File: config.mk
export PLATFORM = sky130hd
export DESIGN_NAME = bcd_to_binary
export DESIGN_NICKNAME = d
export VERILOG_FILES = /design/src/rtl/bcd_to_binary.sv
export SDC_FILE = /design/constraint.sdc
export NUM_CORES = 1
export LEC_CHECK = 0
export ABC_AREA = 1
export CAP_MARGIN = 20
export CORE_MARGIN = 5
export CORE_UTILIZATION = 52
export CTS_BUF_LIST = sky130_fd_sc_hd__clkbuf_2
export DETAILED_ROUTE_END_ITERATION = 12
export PLACE_DENSITY_LB_ADDON = 0.2
export SLEW_MARGIN = 20
export SYNTH_ARGS = -nofsm -noshare
export SYNTH_HDL_FRONTEND = slang
export SYNTH_SLANG_ARGS = --single-unit
File: constraint.sdc
create_clock -name clk -period 2.64 [get_ports clk]
set_input_delay 0.264 -clock clk [delete_from_list [all_inputs] [get_ports clk]]
set_output_delay 0.264 -clock clk [all_outputs]
set_load 0.005 [all_outputs]
File: src/rtl/bcd_to_binary.sv
// Sequential four-digit BCD to binary converter, one Horner step per cycle.
// Optional invalid-digit flag enabled by defining BCD_TO_BINARY_DIGIT_CHECK_EN.
module bcd_to_binary #(
    parameter int OUT_W = 10
) (
    input  logic             clk,
    input  logic             rst_n,
    input  logic             start,
    input  logic [3:0]       thousands,
    input  logic [3:0]       hundreds,
    input  logic [3:0]       tens,
    input  logic [3:0]       ones,
    output logic             busy,
    output logic             done,
    output logic [OUT_W-1:0] value,
    output logic             overflow
`ifdef BCD_TO_BINARY_DIGIT_CHECK_EN
    ,output logic            digit_err
`endif
);

    localparam logic [1:0] IDLE = 2'd0;
    localparam logic [1:0] CONV = 2'd1;
    localparam logic [1:0] OUT  = 2'd2;

    localparam logic [13:0] MAX_VAL = 14'((32'd1 << OUT_W) - 32'd1);

    logic [1:0]  state;
    logic [13:0] acc;
    logic [13:0] acc_next;
    logic [1:0]  idx;
    logic [15:0] digits;
    logic [3:0]  cur_digit;

    // digits packs thousands..ones from MSB to LSB, so idx 3 selects thousands
    always_comb begin
        cur_digit = digits[{idx, 2'b00} +: 4];
        acc_next  = (acc << 3) + (acc << 1) + {10'd0, cur_digit};
    end

`ifdef BCD_TO_BINARY_DIGIT_CHECK_EN
    logic bad_digit;

    always_comb begin
        bad_digit = (digits[15:12] > 4'd9) || (digits[11:8] > 4'd9) ||
                    (digits[7:4]   > 4'd9) || (digits[3:0]  > 4'd9);
    end
`endif

    always_ff @(posedge clk) begin
        if (!rst_n) begin
            state    <= IDLE;
            acc      <= '0;
            idx      <= '0;
            digits   <= '0;
            busy     <= 1'b0;
            done     <= 1'b0;
            value    <= '0;
            overflow <= 1'b0;
`ifdef BCD_TO_BINARY_DIGIT_CHECK_EN
            digit_err <= 1'b0;
`endif
        end else begin
            done <= 1'b0;
            case (state)
                IDLE: begin
                    if (start) begin
                        digits <= {thousands, hundreds, tens, ones};
                        acc    <= '0;
                        idx    <= 2'd3;
                        busy   <= 1'b1;
                        state  <= CONV;
                    end
                end
                CONV: begin
                    acc <= acc_next;
                    idx <= idx - 2'd1;
                    if (idx == 2'd0) begin
                        state <= OUT;
                    end
                end
                OUT: begin
`ifdef BCD_TO_BINARY_DIGIT_CHECK_EN
                    if (bad_digit) begin
                        digit_err <= 1'b1;
                        value     <= '0;
                        overflow  <= 1'b0;
                    end else begin
                        digit_err <= 1'b0;
`else
                    begin
`endif
                        // Saturate rather than truncate when the result does not fit
                        if (acc > MAX_VAL) begin
                            value    <= '1;
                            overflow <= 1'b1;
                        end else begin
                            value    <= acc[OUT_W-1:0];
                            overflow <= 1'b0;
                        end
                    end
                    done  <= 1'b1;
                    busy  <= 1'b0;
                    state <= IDLE;
                end
                default: begin
                    state <= IDLE;
                end
            endcase
        end
    end

endmodule

==> metrics.cfg, run 1 <==
[timing]
finalSetupViolCount=0
slew_headroom=0.6101
clock.fmax_mhz=411.3
tns_ns=0
fin_skew_ns=0.01949
slew_viol_final=0
worst_pin_slew_ns=0.5843
rsz0062_at_grt=no
finalCriticalPeriod_ns=2.431
post-route-period-util=0.9209
hold_viol_final=0
hold_ws_ns=0.4176
fin_ws_ns=0.2087

[synth]
mappedNetlistNets=398
ys_seq_area_frac=0.3552
syn_inst=354
yosysWarnings=0
synth_common_cells=nand2_1, nor2_1, dfxtp_1
yosysTopAreaCell=dfxtp_1
syn_avg_cell_area_um2=7.482
synth.most_common_cell=nand2_1
synthTopCellsByArea=dfxtp_1, ha_1, nand2_1, nor2_1, o21ai_0
ys_seq_elements=47
syn_area_um2=2649
yosysTopAreaCellShare=0.3552
synth_edf_count=0
ys_async_sr_fraction=0
ys_types=27
synth-main-ff-cell=dfxtp_1

[cts]
cts_buffers=5
tritoncts=built
clockBufferDepth=2
ctsRootBufferMaster=clkbuf_2
path_clk_slew_ns=0.25
cts_max_level=2
clk_latency_ns=0.42
numClockSinks=47

[layout]
n_antenna_cell=0
final_util=0.6089
design_area_um2=3070
fin_nets=427
syn_to_final_growth_pct=15.92
drive_above_1_share=0.08854

[power]
power.density_nw_per_um2=493.4
pwr-share-comb=0.211
p_leak_nw=1.422
power.internal_mw=1.052
switchingPower_mw=0.4628
netSwitchingFraction=0.3055
irDropWorstVdd_mv=0.3624
seqPwrFrac=0.525
clkPwrFrac=0.264

[detailed_routing]
via_per_inst=5.141
wl_um=5777
drc=0
drt-initial-drc-count=125
num_vias=2334
dr.pass1.iters=4
avgRoutedWirePerCell_um=12.72
ant_nets=0

[critical_path]
cp_slowest_stage_delay_ns=0.48
path_cells=inv_2, nand2_1, a32o_1, fa_1, inv_1, ha_1, nand3_1, nand3_2, nand2_1, nand3_1, nand2_1, nand3_1, a21oi_1
cp.depth=13
crit_fanout=8
critPathLaunch=idx[0]
r2r_cells=13
end_kind=register
startpoint_type=register
critical_path_required_ns=3.02
r2r-start=idx[0]
ff2ff_setup_slack_ns=0.21
crit_path_end=acc[9]
crit_family=adder cells
crit_type=register to register
critPathArrivalTime_ns=2.81
r2r-end=acc[9]
path_buf_inv=2
cpMaxStageDelayCell=fa_1

[outcome]
outcome=completed

[die]
dieArea_um2=6621
core_area_um2=5042
die_x_um=81.37
initial_core_util=0.5253
die_h_um=81.37
num_rows=26
num_io_pins=32

[placed_design]
place_ws_ns=0.02974
place_congestion=0.8795
port_buffers=31
placed_area_um2=2975
dp_hpwl_um=4442

[global_route]
met1_usage=0.2191
grtUsageMet2=0.3404
antenna_found_initial=0
grt_use_met3=0.03326
grt_pass1_wl_um=9804
grt_start_max_net_pins=21
gr-max-usage-layer=met2
grt_overflow=0
track_usage=0.1881
grt_pass1_vias=2270

[hold_path]
hold_path_class=input pin to register
hold_start=thousands[2]

[run]
cap_violations=0

-- worst min-delay path, stage by stage --
cell	delay (ns)
clkdlybuf4s50_1	0.39
o21ai_0	0.15
nor2_1	0.04
-- power by group through the flow --
stage	clock [mW]	sequential, mW	combinational (mW)
final	0.400	0.795	0.320
after floorplan	0	0.794	0.240
after detailed placement	0	0.808	0.314
after global routing	0.438	0.802	0.364
after CTS	0.408	0.795	0.316
after global placement	0	0.808	0.306
-- layout by cell type (no fill, tap or decap), drive strengths merged --
| cell type | count |
|---|---|
| a21o | 1 |
| a21oi | 32 |
| a221oi | 1 |
| a22oi | 4 |
| a32o | 1 |
| buf | 4 |
| bufinv | 1 |
| clkbuf | 5 |
| clkdlybuf4s50 | 31 |
| clkinv | 1 |
| dfxtp | 47 |
| dlymetal6s2s | 1 |
| fa | 2 |
| ha | 23 |
| inv | 39 |
| mux2i | 8 |
| nand2 | 71 |
| nand3 | 16 |
| nand3b | 3 |
| nand4 | 4 |
| nor2 | 55 |
| o21ai | 29 |
| o22ai | 4 |
| o41ai | 1 |
-- through the flow --
step	power, mW	cells
detailed placement	1.122	445
global placement	1.113	445
CTS	1.519	453
floorplan	1.034	354
finish	1.515	454
global route	1.605	454
-- logic make-up after synthesis --
kind of cell    Yosys count  share of synthesized area
fa+ha+maj                25                     0.1238
mux                       8                    0.03023
buf+inv                  52                    0.09211
compound gates           73                     0.1644
flops                    47                     0.3552
simple gates            149                     0.2343
-- repair_timing --
item	4_1_cts	5_1_grt
endpoints found under the setup margin	2	7
pin swaps	0	0
setup buffers	0	1
cloned	0	0
resized for setup	1	6
hold buffers	0	0
-- worst min path at each step --
| stage | to | slack, ns | cells past startpoint |
|---|---|---|---|
| 2_1_floorplan | digits[0] | 0.43 | 2 |
| 3_3_place_gp | overflow | 0.46 | 2 |
| 3_5_place_dp | busy | 0.46 | 2 |
| 4_1_cts | digits[14] | 0.41 | 3 |
| 5_1_grt | digits[14] | 0.41 | 3 |
| 6_report | digits[14] | 0.42 | 3 |
-- flip-flops by register name, indices dropped and copies added, names as in the netlist --
signal	cells
digits	16
overflow	1
state	2
value	10
idx	2
acc	14
busy	1
done	1
-- per-layer routing --
layer  share of wire  up-vias
li1                -     1230
met1            0.45     1059
met2            0.50       35
met3           0.029       10
met4           0.021        0
met5               0        -
-- final cells by class --
| class | count | area, µm² |
|---|---|---|
| Sequential cell | 47 | 944.7 |
| Clock buffer | 5 | 25.02 |
| Timing Repair Buffer | 36 | 352.8 |
| Multi-Input combinational cell | 255 | 1475 |
| Clock inverter | 3 | 42.54 |
| Inverter | 38 | 142.6 |
| Tap cell | 70 | 87.58 |
| Fill cell | 478 | 1972 |
No activity file was read; power rests on OpenSTA's default activity.
==> run 2: changes to the inputs <==
--- a/config.mk
+++ b/config.mk
@@ -7,7 +7,6 @@
 export LEC_CHECK = 0
 export ABC_AREA = 1
 export CAP_MARGIN = 20
-export CORE_MARGIN = 5
 export CORE_UTILIZATION = 52
 export CTS_BUF_LIST = sky130_fd_sc_hd__clkbuf_2
 export DETAILED_ROUTE_END_ITERATION = 12
==> run 2 against run 1 <==
  * Wire length about the same
  * Critical path depth unchanged
  * Clock power down 4%
  * Global-route usage up 4.6 points
  * Sequential power about the same
  * Core utilization up 2.7 points
  * First-iteration DRC count up 14%
  * Worst setup slack worse by 0.029 ns
  * Design area down 0.20%
  * Largest power group unchanged
==> metrics.cfg, run 2 (synthesis results as in run 1) <==
[timing]
hold_viol_final=0
finalSetupViolCount=0
clock.fmax_mhz=406.4
worst_pin_slew_ns=0.8067
finalCriticalPeriod_ns=2.461
fin_skew_ns=0.01187
post-route-period-util=0.9321
hold_ws_ns=0.4155
fin_ws_ns=0.1792
slew_headroom=0.4616
tns_ns=0
slew_viol_final=0

[global_route]
grt_start_max_net_pins=24
grt_pass1_wl_um=9639
antenna_found_initial=0
grt_overflow=0
grt_pass1_vias=2096
track_usage=0.2345

[hold_path]
min_to=digits[9]
hold_path_class=input pin to register
hold_start=hundreds[1]
whs_path_depth=3

[cts]
cts_max_level=2
clk_latency_ns=0.44
cts_buffers=5
tritoncts=built
clockBufferDepth=2
ctsRootBufferMaster=clkbuf_2
numClockSinks=47
holdBufCountCts=0
path_clk_slew_ns=0.22

[detailed_routing]
num_vias=2350
drt-initial-drc-count=143
ant_nets=0
avgRoutedWirePerCell_um=12.80
dr.pass1.iters=4
wl_um=5772
via_per_inst=5.211
drc=0

[layout]
design_area_um2=3064
fin_nets=427
syn_to_final_growth_pct=15.68
drive_above_1_share=0.08854
layout_common_cells=nand2_1, nor2_1, dfxtp_1
largest_register=digits
reg_top3=digits x16, acc x14, value x10
final_common_cell=nand2_1
n_antenna_cell=0
largest_reg_flops=16

[die]
dieArea_um2=5383
die_x_um=73.37
die_h_um=73.37
num_rows=25
num_io_pins=32
core_area_um2=4817
initial_core_util=0.5499

[power]
power.total_mw=1.505
p_leak_nw=1.421
power.density_nw_per_um2=491.2
irDropWorstVdd_mv=0.3144

[critical_path]
cp_slowest_stage_delay_ns=0.47
crit_type=register to register
cpMaxStageDelayCell=fa_1
r2r-start=idx[0]
r2r-end=acc[10]
ff2ff_setup_slack_ns=0.18
crit_family=adder cells
path_cells=inv_2, nand2_1, a32o_1, fa_1, inv_1, fa_2, a21oi_1, inv_1, nand2_1, nand2_1, nand2_1, nand3_1, a21oi_1
path_buf_inv=3
startpoint_type=register
r2r_cells=13
critPathArrivalTime_ns=2.85
crit_fanout=8
critical_path_required_ns=3.03
end_kind=register
critPathMostFrequentCell=nand2_1

[placed_design]
placed_area_um2=2972
port_buffers=31
place_ws_ns=0.03916
place_congestion=0.8761
dp_hpwl_um=4307

[run]
cap_violations=0

[outcome]
outcome=completed

==> run 2: cell types whose count changed in the layout (fill, tap and decap cells not counted) <==
cell and delta:
a21oi_1 +1, clkinv_2 +1, nand3_2 +1, a21oi_2 -1, inv_6 -1, nand3_1 -1
==> run 2: metrics by stage <==
| step | instances | utilization |
|---|---|---|
| after floorplan | 354 | - |
| after global placement | 442 | 0.6169 |
| after detailed placement | 442 | 0.6169 |
| after CTS | 450 | 0.6301 |
| after global routing | 451 | 0.6361 |
| final | 451 | 0.6361 |
==> run 2: per-layer routing <==
metal,share of wire,wire length [µm],vias up,GRT usage
met5,0,0,-,0
met4,0.016,91,0,0.08761
met3,0.042,245,8,0.03704
met2,0.43,2476,51,0.3632
met1,0.51,2959,1067,0.3288
li1,-,-,1224,-
==> run 2: tightest hold or removal path: stages <==
cell             delay, ns
clkdlybuf4s50_1       0.39
o21ai_0               0.15
nor2_1                0.04
==> run 2: layout make-up <==
class | count | area [µm²]
Fill cell | 445 | 1753
Tap cell | 67 | 83.83
Clock inverter | 3 | 38.79
Timing Repair Buffer | 36 | 352.8
Clock buffer | 5 | 25.02
Multi-Input combinational cell | 255 | 1476
Sequential cell | 47 | 944.7
Inverter | 38 | 142.6
==> run 2: worst max path at each step <==
stage                       from       to  cells past startpoint
after floorplan           idx[0]   acc[6]                     13
after detailed placement  idx[0]   acc[6]                     11
after global placement    idx[0]   acc[6]                     11
final                     idx[0]  acc[10]                     13
after global routing      idx[0]   acc[7]                     13
after CTS                 idx[0]  acc[10]                     13
==> run 2: what timing repair did <==
item	CTS	global route
setup endpoints to repair	0	8
resized for setup	0	7
endpoints found under the hold margin	0	0
setup buffers	0	1
==> run 2: power breakdown <==
part	total, mW	leakage (nW)	switching (mW)	internal, mW
Sequential	0.795	0.385	0.0365	0.758
Clock	0.385	0.0404	0.230	0.155
Combinational	0.325	0.996	0.191	0.134
Total	1.51	1.42	0.457	1.05
